==> src/rtl/line_frame_counter_pkg.sv <==
// Shared defaults for the line/frame timing chain.
// Pattern engines import these so that their frame geometry matches the counter's.
package line_frame_pkg;

  // Width of the line index; the maximum frame height is 2**DFLT_LINE_W lines.
  localparam int unsigned DFLT_LINE_W  = 5;

  // Width of the completed-frame counter, which wraps modulo 2**DFLT_FRAME_W.
  localparam int unsigned DFLT_FRAME_W = 8;

  // Reset value of the last-line index, so the default frame height is DFLT_LAST+1.
  localparam int unsigned DFLT_LAST    = 31;

endpackage

==> src/rtl/line_frame_counter_if.sv <==
// Control/status bundle between the timing source and line_frame_counter.
//   master : drives enb, new_line, mode_single, restart, cfg_load, cfg_last.
//            Observes line_idx, frame_cnt, end_frame, done, cfg_pending.
//   slave  : the counter itself, with the opposite directions.
interface line_frame_counter_if #(
  parameter int unsigned LINE_W  = line_frame_pkg::DFLT_LINE_W,
  parameter int unsigned FRAME_W = line_frame_pkg::DFLT_FRAME_W
);

  logic               enb;
  logic               new_line;
  logic               mode_single;
  logic               restart;
  logic               cfg_load;
  logic [LINE_W-1:0]  cfg_last;
  logic [LINE_W-1:0]  line_idx;
  logic [FRAME_W-1:0] frame_cnt;
  logic               end_frame;
  logic               done;
  logic               cfg_pending;

  modport master (
    output enb, new_line, mode_single, restart, cfg_load, cfg_last,
    input  line_idx, frame_cnt, end_frame, done, cfg_pending
  );

  modport slave (
    input  enb, new_line, mode_single, restart, cfg_load, cfg_last,
    output line_idx, frame_cnt, end_frame, done, cfg_pending
  );

endinterface

==> src/rtl/line_frame_counter_wrap_counter.sv <==
// Counter that wraps to zero after reaching a run-time terminal value.
// The synchronous load has priority over counting.
//   clk, rst : clock and asynchronous active-high reset
//   load     : synchronous load of load_val
//   load_val : value taken on load
//   en       : advance by one, or wrap when q == last
//   last     : terminal value
//   q        : registered count
//   wrap_c   : combinational; this cycle's count is the wrapping one
module wrap_counter #(
  parameter int unsigned WIDTH = 5
) (
  input  logic             clk,
  input  logic             rst,
  input  logic             load,
  input  logic [WIDTH-1:0] load_val,
  input  logic             en,
  input  logic [WIDTH-1:0] last,
  output logic [WIDTH-1:0] q,
  output logic             wrap_c
);

  assign wrap_c = en && (q == last);

  // Count register.
  always_ff @(posedge clk or posedge rst) begin
    if (rst) begin
      q <= '0;
    end else if (load) begin
      q <= load_val;
    end else if (en) begin
      q <= wrap_c ? '0 : q + WIDTH'(1);
    end
  end

endmodule

==> src/rtl/line_frame_counter.sv <==
// Line counter with a programmable frame height, a frame counter and an end-of-frame pulse.
// It supports free-run and single-shot modes. A new height loaded through the shadow
// register takes effect only at the next frame boundary.
//   clk, rst : clock and asynchronous active-high reset
//   bus      : slave side of line_frame_counter_if (controls in, status out)
module line_frame_counter
  import line_frame_pkg::*;
#(
  parameter int unsigned LINE_W       = DFLT_LINE_W,
  parameter int unsigned FRAME_W      = DFLT_FRAME_W,
  parameter int unsigned DEFAULT_LAST = DFLT_LAST
) (
  input  logic                  clk,
  input  logic                  rst,
  line_frame_counter_if.slave   bus
);

  localparam logic [LINE_W-1:0] RST_LAST = LINE_W'(DEFAULT_LAST);

  logic              count_c;
  logic              wrap_c;
  logic [LINE_W-1:0] line_idx;
  logic [LINE_W-1:0] active_last;
  logic [LINE_W-1:0] shadow_last;

  // Restart drops a coincident strobe, and a completed single-shot frame freezes counting.
  assign count_c = bus.enb && bus.new_line && !bus.done && !bus.restart;

  // Line index within the frame.
  wrap_counter #(
    .WIDTH (LINE_W)
  ) u_line (
    .clk      (clk),
    .rst      (rst),
    .load     (bus.restart),
    .load_val ('0),
    .en       (count_c),
    .last     (active_last),
    .q        (line_idx),
    .wrap_c   (wrap_c)
  );

  assign bus.line_idx = line_idx;

  // Height shadow: the frame height only changes on a wrap, so line_idx never passes active_last.
  // A load on the wrap cycle itself bypasses the shadow.
  always_ff @(posedge clk or posedge rst) begin
    if (rst) begin
      active_last     <= RST_LAST;
      shadow_last     <= RST_LAST;
      bus.cfg_pending <= 1'b0;
    end else begin
      if (bus.cfg_load) begin
        shadow_last <= bus.cfg_last;
      end
      if (wrap_c) begin
        if (bus.cfg_load) begin
          active_last <= bus.cfg_last;
        end else if (bus.cfg_pending) begin
          active_last <= shadow_last;
        end
        bus.cfg_pending <= 1'b0;
      end else if (bus.cfg_load) begin
        bus.cfg_pending <= 1'b1;
      end
    end
  end

  // Frame count, end-of-frame pulse and single-shot completion flag.
  always_ff @(posedge clk or posedge rst) begin
    if (rst) begin
      bus.frame_cnt <= '0;
      bus.end_frame <= 1'b0;
      bus.done      <= 1'b0;
    end else begin
      bus.end_frame <= wrap_c;
      if (wrap_c) begin
        bus.frame_cnt <= bus.frame_cnt + FRAME_W'(1);
      end
      if (bus.restart) begin
        bus.done <= 1'b0;
      end else if (wrap_c && bus.mode_single) begin
        bus.done <= 1'b1;
      end
    end
  end

endmodule

==> src/flat_wrapper.sv <==
// flat-port wrapper written by rule: the top's interface ports become plain ports
module line_frame_counter_flat import line_frame_pkg::*;
#(
  parameter int unsigned LINE_W       = DFLT_LINE_W,
  parameter int unsigned FRAME_W      = DFLT_FRAME_W,
  parameter int unsigned DEFAULT_LAST = DFLT_LAST
)
  (clk, rst, bus_enb, bus_new_line, bus_mode_single, bus_restart, bus_cfg_load, bus_cfg_last, bus_line_idx, bus_frame_cnt, bus_end_frame, bus_done, bus_cfg_pending);
  line_frame_counter_if #(.LINE_W(LINE_W), .FRAME_W(FRAME_W)) bus_i ();
  input  logic clk;
  input  logic rst;
  input wire logic [$bits(bus_i.enb)-1:0] bus_enb;
  input wire logic [$bits(bus_i.new_line)-1:0] bus_new_line;
  input wire logic [$bits(bus_i.mode_single)-1:0] bus_mode_single;
  input wire logic [$bits(bus_i.restart)-1:0] bus_restart;
  input wire logic [$bits(bus_i.cfg_load)-1:0] bus_cfg_load;
  input wire logic [$bits(bus_i.cfg_last)-1:0] bus_cfg_last;
  output wire logic [$bits(bus_i.line_idx)-1:0] bus_line_idx;
  output wire logic [$bits(bus_i.frame_cnt)-1:0] bus_frame_cnt;
  output wire logic [$bits(bus_i.end_frame)-1:0] bus_end_frame;
  output wire logic [$bits(bus_i.done)-1:0] bus_done;
  output wire logic [$bits(bus_i.cfg_pending)-1:0] bus_cfg_pending;
  assign bus_i.enb = bus_enb;
  assign bus_i.new_line = bus_new_line;
  assign bus_i.mode_single = bus_mode_single;
  assign bus_i.restart = bus_restart;
  assign bus_i.cfg_load = bus_cfg_load;
  assign bus_i.cfg_last = bus_cfg_last;
  assign bus_line_idx = bus_i.line_idx;
  assign bus_frame_cnt = bus_i.frame_cnt;
  assign bus_end_frame = bus_i.end_frame;
  assign bus_done = bus_i.done;
  assign bus_cfg_pending = bus_i.cfg_pending;
  line_frame_counter #(.LINE_W(LINE_W), .FRAME_W(FRAME_W), .DEFAULT_LAST(DEFAULT_LAST)) u_core (.clk(clk), .rst(rst), .bus(bus_i));
endmodule
==> config.mk <==
export PLATFORM = sky130hd
export DESIGN_NAME = line_frame_counter_flat
export DESIGN_NICKNAME = d
export VERILOG_FILES = /design/src/rtl/line_frame_counter_pkg.sv /design/src/rtl/line_frame_counter_if.sv /design/src/rtl/line_frame_counter_wrap_counter.sv /design/src/rtl/line_frame_counter.sv /design/src/flat_wrapper.sv
export SDC_FILE = /design/constraint.sdc
export NUM_CORES = 1
export LEC_CHECK = 0
export ABC_AREA = 1
export CAP_MARGIN = 20
export CORE_AREA = 5 5 60 62
export CTS_CLUSTER_DIAMETER = 80
export DETAILED_ROUTE_END_ITERATION = 7
export DIE_AREA = 0 0 65 67
export PLACE_DENSITY = 0.74
export SLEW_MARGIN = 10
export SYNTH_ARGS = -nofsm -noshare
export SYNTH_HDL_FRONTEND = slang
export SYNTH_SLANG_ARGS = --single-unit
==> constraint.sdc <==
create_clock -name clk -period 4.05 [get_ports clk]
set_input_delay 0.6075 -clock clk [delete_from_list [all_inputs] [get_ports clk]]
set_output_delay 0.6075 -clock clk [all_outputs]
set_load 0.05 [all_outputs]
# Word-level counts from Yosys, hierarchy flattened
# Index checks and enable logic that the tools add are counted.
dict set report word_totals {
  reg_bits 26
}
dict set report classes {
  addsub 2
  n_reduce_logical 12
  n_mux 9
  eq_ne 1
}
# cell n
set op_table {}
lappend op_table {{5-bit 2-to-1 mux} 5}
lappend op_table {{8-bit by 1-bit adder with 8-bit output, second input constant} 1}
lappend op_table {{2-bit nonzero test} 4}
lappend op_table {{5-bit by 1-bit adder with 5-bit output, second input constant} 1}
lappend op_table {{5-bit equality test} 1}
lappend op_table {{1-bit logical AND} 5}
lappend op_table {{1-bit 2-to-1 mux} 4}
lappend op_table {{1-bit logical NOT} 2}
lappend op_table {{2-bit AND reduction} 1}

# Depth between registers and ports, before layout
# Gate-level depths: netlist of the first run.
dict set report depth {
  depth_word 7
  depth_mapped 9
  ltp_nobuf 9
}

# Modules after synthesis
# A second synthesis of the first run with hierarchy kept.
dict set report hier_totals {
  cells_unflattened 165
  hier_area_um2 1358.8
}
# module n_inst area_per_inst_um2 cells_each
set by_module_without_submodules {}
lappend by_module_without_submodules {line_frame_counter 1 942.2 95}
lappend by_module_without_submodules {wrap_counter 1 416.6 70}

# Worst setup path before layout of the first run
# No wires, ideal clock.
dict set report synth_timing {
  path_type {flip-flop to flip-flop}
  from {reg u_core.u_line.q[3]}
  to {reg u_core.bus.frame_cnt[2]}
  path_slack_ps 2437
  n_path_buf 1
  setup_time_ps 122
  period_less_slack_ps 1613
  path_stages_with_launch 8
  t_arrival_ps 1491
  cell_sequence {dfrtp_1 xnor2_1 nand2_1 nor2_4 nand2_4 buf_6 nand2_1 o21ai_2}
}
dict set report synth_between {
  elab_chain_cells 2
}
# element line
set synth_rtl {}
lappend synth_rtl {{start: declaration} line_frame_counter_wrap_counter.sv:19} ;# output logic [WIDTH-1:0] q,
lappend synth_rtl {{start signal: assignment} line_frame_counter_wrap_counter.sv:30} ;# q <= load_val;
lappend synth_rtl {{start signal: assignment} line_frame_counter_wrap_counter.sv:32} ;# q <= wrap_c ? '0 : q + WIDTH'(1);
lappend synth_rtl {{5-bit equality test} line_frame_counter_wrap_counter.sv:23} ;# assign wrap_c = en && (q == last);
lappend synth_rtl {{1-bit logical AND} line_frame_counter_wrap_counter.sv:23}
lappend synth_rtl {{end signal: assignment} line_frame_counter.sv:78} ;# bus.frame_cnt <= bus.frame_cnt + FRAME_W'(1);
lappend synth_rtl {{end: declaration} line_frame_counter_if.sv:29} ;# output line_idx, frame_cnt, end_frame, done, cfg_pending
# No other way between the ends.
# A chain may end at the register's enable or synchronous reset.

# Worst setup path after layout of the first run
dict set report layout_timing {
  from {reg u_core.bus.frame_cnt[2]}
  to {out bus_frame_cnt[2]}
}
# element line
set layout_lines {}
lappend layout_lines {{end: declaration} flat_wrapper.sv:19} ;# output wire logic [$bits(bus_i.frame_cnt)-1:0] bus_frame_cnt;
# No word-level cell between the ends.

==> results.sh, run 1 <==
export IMPL_htreeDepth=1
export IMPL_start_util=0.4328
export IMPL_syn_cell_area_sq_mm=0.001289
export IMPL_grt_max_degree=27
export IMPL_clk_path_buf_depth=2
export IMPL_crit_path_end_kind="output pin"
export IMPL_path_buf_inv=1
export IMPL_die_h_um=67
export IMPL_port_buffers=27
export IMPL_ys_flop_type="dfrtp_1"
export IMPL_slowest_stage="clkdlybuf4s50_1"
export IMPL_drive_above_1_share=0.1264
export IMPL_grt_pass1_vias=1099
export IMPL_hold_path_class="flip-flop to flip-flop"
export IMPL_cts_repair_resized=0
export IMPL_core_area_sq_mm=0.002978
export IMPL_path_clk_slew_ns=0.15
export IMPL_cts_buffers=3
export IMPL_tns_ns=0
export IMPL_clkPwrFrac=0.206
export IMPL_slew_headroom=0.5621
export IMPL_synthArstFlopShare=1.000
export IMPL_cts_hold_buf=0
export IMPL_cp_start_kind="flip-flop"
export IMPL_synth_most_common_cell="nand2_1"
export IMPL_synthCells=151
export IMPL_wl_per_cell_um=12.44
export IMPL_yosys_warnings=0
export IMPL_antenna_found_initial=0
export IMPL_final_hold_viol_count=0
export IMPL_yosysUniqueCellTypes=20
export IMPL_yosys_area_top_type="dfrtp_1"
export IMPL_finalWirelength_um=2674
export IMPL_worstPathRequired_ns=3.44
export IMPL_path_class="flip-flop to output pin"
export IMPL_die_w_um=65
export IMPL_ir_worst_vdd_v=0.0003795
export IMPL_critPathTopFamily="buffers and inverters"
export IMPL_maxCapViolCount=0
export IMPL_grtUsageTotal=0.1350
export IMPL_clock_latency_ns=0.33
export IMPL_die_area_sq_mm=0.004355
export IMPL_internal_power_uw=541.4
export IMPL_finish_utilization=0.5605
export IMPL_slew_viol_final=0
export IMPL_cts_tree="built"
export IMPL_ys_top_cells_by_area="dfrtp_1 (31%), dfstp_2 (20%), nand2_1 (20%)"
export IMPL_cp_max_fo=6
export IMPL_cp_slowest_stage_delay_ns=0.84
export IMPL_syn_avg_cell_area_sq_um=8.535
export IMPL_postCtsSetupBuffers=0
export IMPL_overflow=0
export IMPL_fillers=277
export IMPL_p_leak_nw=0.7686
export IMPL_finalSetupViolCount=0
export IMPL_first_pass_iters=6
export IMPL_yosys_top_cells_count="nand2_1 (69), dfrtp_1 (16), inv_1 (11)"
export IMPL_arrival_ns=1.66
export IMPL_power_density_mw_per_mm2=516.6
export IMPL_insertedDiodeCount=0
export IMPL_vias=1060
export IMPL_drc=0
export IMPL_nNetsFinal=197
export IMPL_clock_fmax_mhz=441.7
export IMPL_worstPathCellList="clkdlybuf4s50_1"
export IMPL_seq_area_frac_synth=0.5146
export IMPL_via_per_inst=4.930
export IMPL_grt_pass1_wl_um=4650
export IMPL_core_rowCount=20
export IMPL_finalClockSkew_ns=0.01548
export IMPL_drtIter0Drc=50
export IMPL_ys_ff_latch=26
export IMPL_comb_power_share=0.353
export IMPL_dpl_hpwl_um=2060
export IMPL_syn_num_nets=165
export IMPL_switching_share=0.3722
export IMPL_gp_congestion=0.7850
export IMPL_worstMarginPinSlew_ns=0.6533
export IMPL_switchingPower_uw=320.9
export IMPL_power_frac_seq=0.442
export IMPL_yosys_area_top_type_share=0.3107
export IMPL_synth_edf_count=0
export IMPL_r2r_slack_ns=2.49
export IMPL_drtAntennaViolNets=0
export IMPL_rsz0062_at_grt="false"
export IMPL_finalCritPeriodShare=0.5590
export IMPL_run_status="finished clean"
export IMPL_period_minus_slack_ns=2.264
export IMPL_ctsRootBufferMaster="clkbuf_4"
export IMPL_syn_to_final_growth_pct=29.51
export IMPL_clock_sinks=26
export IMPL_io_pins=28
-- worst min-delay path, stage by stage, from the launching register on --
cell     delay, ns
dfstp_2       0.40
nand2_1       0.05
nand2_1       0.05
-- per-stage QoR --
step | hold WS, ns | instance area (sq um) | setup WS [ns] | instances | power (mW)
2_1_floorplan | 0.4489 | 1289 | 2.437 | 151 | 0.5977
3_3_place_gp | 0.4618 | 1589 | 1.886 | 210 | 0.6790
3_5_place_dp | 0.4694 | 1589 | 1.809 | 210 | 0.6871
4_1_cts | 0.4889 | 1642 | 1.763 | 214 | 0.8650
5_1_grt | 0.5018 | 1669 | 1.687 | 215 | 0.9188
6_report | 0.4821 | 1669 | 1.786 | 215 | 0.8623
-- layer usage --
layer	up-vias	part of all wire	global-route usage
met2	24	0.52	0.2286
li1	536	-	-
met3	0	0.025	0.02530
met1	500	0.46	0.1725
met4	0	0	0.04485
met5	-	0	0
-- final cells by class --
class | count | area (sq um) | share of cell area
clock buffers | 3 | 22.52 | 0.01349
inverters | 12 | 45.04 | 0.02699
well taps | 33 | 41.29 | 0.02474
clock inverters | 1 | 30.03 | 0.01799
repair buffers | 28 | 297.8 | 0.1784
multi-input cells | 112 | 569.3 | 0.3411
flip-flops and latches | 26 | 663.1 | 0.3973
-- power by group through the flow --
| stage | clock (mW) | combinational (mW) | sequential [mW] |
|---|---|---|---|
| floorplan | 0 | 0.153 | 0.444 |
| global placement | 0 | 0.297 | 0.382 |
| detailed placement | 0 | 0.304 | 0.383 |
| CTS | 0.179 | 0.305 | 0.381 |
| global route | 0.197 | 0.334 | 0.389 |
| finish | 0.177 | 0.304 | 0.381 |
-- worst paths after layout --
check	endpoint	cells past startpoint	from
worst max-delay path	bus_frame_cnt[2]	1	u_core.bus.frame_cnt[2]
worst min-delay path	u_core.active_last[4]	2	u_core.active_last[4]
worst max register to register	u_core.bus.frame_cnt[3]	7	u_core.active_last[3]
worst min register to register	u_core.active_last[4]	2	u_core.active_last[4]
max in group asynchronous	u_core.active_last[4]	3	rst
min in group asynchronous	u_core.bus.done	2	rst
-- placed cells by master (no fill, tap or decap), drive strengths merged, types with 2 or more instances in the layout --
| master | count |
|---|---|
| clkbuf | 3 |
| clkdlybuf4s50 | 27 |
| inv | 11 |
| xnor2 | 8 |
| nor2 | 7 |
| nand2 | 70 |
| nand4 | 5 |
| dfrtp | 16 |
| dfstp | 10 |
| nand3 | 7 |
| ha | 2 |
| o21ai | 6 |
| xor2 | 4 |
-- cells by family after synthesis --
logic type               share of synthesized area
AND/OR/NAND/NOR                             0.3039
flip-flops                                  0.5146
buffers and inverters                      0.04369
XOR/XNOR                                   0.08155
AO/OA/AOI/OAI                              0.03690
adder cells (fa/ha/maj)                    0.01941
-- sequential cells by signal (all words and copies together), names as in the netlist --
register,flops
u_core.active_last,5
u_core.bus.frame_cnt,8
u_core.bus.done,1
u_core.bus.end_frame,1
u_core.u_line.q,5
u_core.bus.cfg_pending,1
u_core.shadow_last,5
No activity file was read; power rests on OpenSTA's default activity.
==> inputs of run 2 (changes only) <==
Clock period 4.05 ns to 2.1 ns, I/O delays scaled along.
==> results.sh, run 2 (synthesized netlist as in run 1, its figures left out) <==
export IMPL_run_status="finished clean"
export IMPL_die_h_um=67
export IMPL_power_frac_seq=0.467
export IMPL_instances_no_fill=216
export IMPL_path_buf_inv=1
export IMPL_worstPathCellList="clkdlybuf4s50_1"
export IMPL_finalSetupViolCount=0
export IMPL_cp_max_fo=5
export IMPL_crit_path_end_kind="output pin"
export IMPL_final_common_cell="nand2_1"
export IMPL_first_pass_iters=4
export IMPL_grt_pass1_wl_um=4623
export IMPL_power_density_mw_per_mm2=956.2
export IMPL_dp_cells=212
export IMPL_rsz0062_at_grt="false"
export IMPL_antenna_found_initial=0
export IMPL_cts_repair_resized=0
export IMPL_fin_total_pwr_mw=1.568
export IMPL_critPathTopFamily="buffers and inverters"
export IMPL_switchingPower_uw=614.2
export IMPL_clock_latency_ns=0.32
export IMPL_ff2ff_path_depth=7
export IMPL_slew_headroom=0.6619
export IMPL_worstMarginPinSlew_ns=0.5055
export IMPL_overflow=0
export IMPL_cp_start_kind="flip-flop"
export IMPL_postCtsSetupBuffers=0
export IMPL_drive_above_1_share=0.1311
export IMPL_core_area_sq_mm=0.002978
export IMPL_clock_sinks=26
export IMPL_vias=1053
export IMPL_maxCapViolCount=0
export IMPL_setup_ws_ns=0.1310
export IMPL_wl_per_cell_um=12.15
export IMPL_finish_utilization=0.5508
export IMPL_r2r_end="u_core.bus.frame_cnt[4]"
export IMPL_cp_slowest_stage_delay_ns=0.85
export IMPL_pre_cts_slack_ns=0.3786
export IMPL_final_cell_mix="nand2_1 (69), clkdlybuf4s50_1 (27), dfrtp_1 (16)"
export IMPL_final_hold_viol_count=0
export IMPL_clk_path_buf_depth=2
export IMPL_grt_max_degree=27
export IMPL_die_area_sq_mm=0.004355
export IMPL_cts_buffers=3
export IMPL_design_area_sq_mm=0.001640
export IMPL_nNetsFinal=198
export IMPL_arrival_ns=1.65
export IMPL_grt_pass1_vias=1108
export IMPL_drtAntennaViolNets=0
export IMPL_clkPwrFrac=0.160
export IMPL_internal_power_uw=954.3
export IMPL_hold_slack_ns=0.3271
export IMPL_worstPathRequired_ns=1.78
export IMPL_drtIter0Drc=38
export IMPL_cts_tree="built"
export IMPL_comb_power_share=0.373
export IMPL_drc=0
export IMPL_io_pins=28
export IMPL_switching_share=0.3916
export IMPL_clock_fmax_mhz=507.9
export IMPL_port_buffers=27
export IMPL_place_area_sq_mm=0.001604
export IMPL_htreeDepth=1
export IMPL_start_util=0.4328
export IMPL_cts_hold_buf=0
export IMPL_finalCritPeriodShare=0.9376
export IMPL_period_minus_slack_ns=1.969
export IMPL_hold_path_class="input port to async pin"
export IMPL_reg2reg_from="u_core.active_last[0]"
export IMPL_slowest_stage="clkdlybuf4s50_1"
export IMPL_ctsRootBufferMaster="clkbuf_4"
export IMPL_finalClockSkew_ns=0.006274
export IMPL_r2r_slack_ns=0.58
export IMPL_via_per_inst=4.875
export IMPL_ir_worst_vdd_v=0.0005548
export IMPL_path_clk_slew_ns=0.14
export IMPL_path_class="flip-flop to output pin"
export IMPL_syn_to_final_growth_pct=27.28
export IMPL_die_w_um=65
export IMPL_slew_viol_final=0
export IMPL_finalWirelength_um=2624
export IMPL_tns_ns=0
export IMPL_insertedDiodeCount=0
export IMPL_core_rowCount=20
export IMPL_gp_congestion=0.8223
export IMPL_grtUsageTotal=0.1341
export IMPL_dpl_hpwl_um=2049
export IMPL_largest_reg_flops=8
export IMPL_top_register="u_core.bus.frame_cnt"
export IMPL_p_leak_nw=0.7591
run 2: changes by cell type in the layout (fill, tap and decap cells not counted):
cell	before	now
buf_4	0	2
buf_16	1	0
bufinv_16	1	0
clkbuf_8	0	1
run 2: area by class of cell:
class                           instances  area [sq um]
Fill cell                             287          1338
Sequential cell                        26         663.1
Multi-Input combinational cell        112         569.3
Timing Repair Buffer                   29         285.3
Inverter                               12         45.04
Tap cell                               33         41.29
Clock buffer                            4         36.28
run 2: how the worst max path moves through the flow:
stage                             startpoint                 endpoint  slack [ns]  depth (start not counted)
after floorplan           u_core.u_line.q[3]  u_core.bus.frame_cnt[2]        0.49                          7
after global placement           bus_restart          u_core.bus.done        0.44                          7
after detailed placement         bus_restart  u_core.bus.frame_cnt[7]        0.38                          7
after CTS                 u_core.u_line.q[2]          bus_line_idx[2]        0.12                          1
after global routing      u_core.u_line.q[2]          bus_line_idx[2]        0.06                          1
final                     u_core.u_line.q[3]          bus_line_idx[3]        0.13                          1
run 2: layer usage:
layer / global-route usage / wire length, um
met1: 0.1635 / 1176
met2: 0.2312 / 1348
met3: 0.03035 / 83
met4: 0.04749 / 16
met5: 0 / 0
run 2: power by group through the flow:
| stage | combinational (mW) | clock [mW] | sequential (mW) |
|---|---|---|---|
| after global placement | 0.574 | 0 | 0.737 |
| final | 0.585 | 0.251 | 0.732 |
| after CTS | 0.595 | 0.259 | 0.733 |
| after floorplan | 0.296 | 0 | 0.857 |
| after detailed placement | 0.592 | 0 | 0.740 |
| after global routing | 0.641 | 0.277 | 0.750 |
==> inputs of run 3 (changes only) <==
Settings changed: CAP_MARGIN 20 to 0, CORE_AREA 5 5 60 62 to 5 5 78 80, DIE_AREA 0 0 65 67 to 0 0 83 85, PLACE_DENSITY 0.74 to 0.49.
==> results.sh, run 3 (synthesized netlist as in run 1, its figures left out) <==
export IMPL_run_status="finished clean"
export IMPL_cp_start_kind="flip-flop"
export IMPL_cp_slowest_stage_delay_ns=0.85
export IMPL_hold_path_class="input port to async pin"
export IMPL_final_cell_mix="nand2_1 (69), clkdlybuf4s50_1 (27), dfrtp_1 (16)"
export IMPL_finalSetupViolCount=0
export IMPL_worstPathRequired_ns=1.78
export IMPL_ctsRootBufferMaster="clkbuf_8"
export IMPL_finalCritPeriodShare=0.9103
export IMPL_power_density_mw_per_mm2=959.6
export IMPL_clock_fmax_mhz=523.1
export IMPL_antenna_found_initial=0
export IMPL_drc=0
export IMPL_die_area_sq_mm=0.007055
export IMPL_core_area_sq_mm=0.005338
export IMPL_largest_reg_flops=8
export IMPL_htreeDepth=1
export IMPL_final_hold_viol_count=0
export IMPL_port_buffers=27
export IMPL_design_area_sq_mm=0.001708
export IMPL_clk_path_buf_depth=2
export IMPL_slew_headroom=0.6671
export IMPL_grt_pass1_wl_um=4974
export IMPL_finish_utilization=0.3200
export IMPL_cts_buffers=3
export IMPL_io_pins=28
export IMPL_slowest_stage="clkdlybuf4s50_1"
export IMPL_nNetsFinal=198
export IMPL_place_area_sq_mm=0.001653
export IMPL_worstPathCellList="clkdlybuf4s50_1"
export IMPL_syn_to_final_growth_pct=32.52
export IMPL_p_leak_nw=0.7668
export IMPL_crit_path_end_kind="output pin"
export IMPL_grtUsageTotal=0.08507
export IMPL_cts_hold_buf=0
export IMPL_core_rowCount=27
export IMPL_finalClockSkew_ns=0.009727
export IMPL_clock_sinks=26
export IMPL_drtIter0Drc=16
export IMPL_finalWirelength_um=2723
export IMPL_cts_tree="built"
export IMPL_insertedDiodeCount=0
export IMPL_period_minus_slack_ns=1.912
export IMPL_maxCapViolCount=0
export IMPL_worstMarginPinSlew_ns=0.4978
export IMPL_overflow=0
export IMPL_drive_above_1_share=0.1311
export IMPL_wl_per_cell_um=10.68
export IMPL_arrival_ns=1.60
export IMPL_rsz0062_at_grt="false"
export IMPL_slew_viol_final=0
export IMPL_start_util=0.2414
export IMPL_die_w_um=83
export IMPL_cts_repair_resized=0
export IMPL_ir_worst_vdd_v=0.0004330
export IMPL_path_clk_slew_ns=0.10
export IMPL_cp_max_fo=6
export IMPL_tns_ns=0
export IMPL_critPathTopFamily="buffers and inverters"
export IMPL_path_buf_inv=1
export IMPL_grt_max_degree=27
export IMPL_drtAntennaViolNets=0
export IMPL_gp_congestion=0.7546
export IMPL_first_pass_iters=3
export IMPL_via_per_inst=4.063
export IMPL_vias=1036
export IMPL_path_class="flip-flop to output pin"
export IMPL_clock_latency_ns=0.28
export IMPL_die_h_um=85
export IMPL_top_register="u_core.bus.frame_cnt"
export IMPL_grt_pass1_vias=1164
export IMPL_postCtsSetupBuffers=0
export IMPL_dpl_hpwl_um=2048
export IMPL_final_common_cell="nand2_1"
[run 3: area by class of cell]
class                      instances  area [sq um]
sequential                        26         663.1
multi-input combinational        112         569.3
clock buffer                       4         55.05
fill                             604          3630
tap                               72         90.09
inverter                          12         45.04
timing repair buffer              29         285.3
[run 3: through the flow]
step	power (mW)	hold WS, ns	std cells	setup WS [ns]
2_1_floorplan	1.153	0.3476	151	0.4868
3_3_place_gp	1.332	0.4635	251	0.3727
3_5_place_dp	1.329	0.4678	251	0.3034
4_1_cts	1.666	0.3903	255	0.1608
5_1_grt	1.759	0.4218	255	0.1114
6_report	1.639	0.3802	255	0.1884
[run 3: where the power goes]
part           switching, mW  leakage, nW  internal [mW]
sequential            0.0925        0.320          0.639
combinational          0.370        0.419          0.209
clock                  0.161       0.0288          0.168
[run 3: layer usage]
layer / vias up / track usage / share of wire / routed length (um)
met1: 481 / 0.1027 / 0.47 / 1275
li1: 532 / - / - / -
met3: 5 / 0.01845 / 0.033 / 89
met5: - / 0 / 0 / 0
met4: 0 / 0.03566 / 0.016 / 43
met2: 18 / 0.1465 / 0.48 / 1315
[run 3: path summary, 6_finish.rpt]
path	from	to	slack, ns	depth (start not counted)
worst min register to register	u_core.active_last[0]	u_core.active_last[0]	0.48	2
worst max register to register	u_core.active_last[3]	u_core.bus.done	0.55	7
worst max-delay path	u_core.bus.frame_cnt[3]	bus_frame_cnt[3]	0.19	1
min in group clk	u_core.active_last[0]	u_core.active_last[0]	0.48	2
worst min-delay path	rst	u_core.bus.frame_cnt[3]	0.38	3
max in group asynchronous	rst	u_core.shadow_last[1]	1.41	3
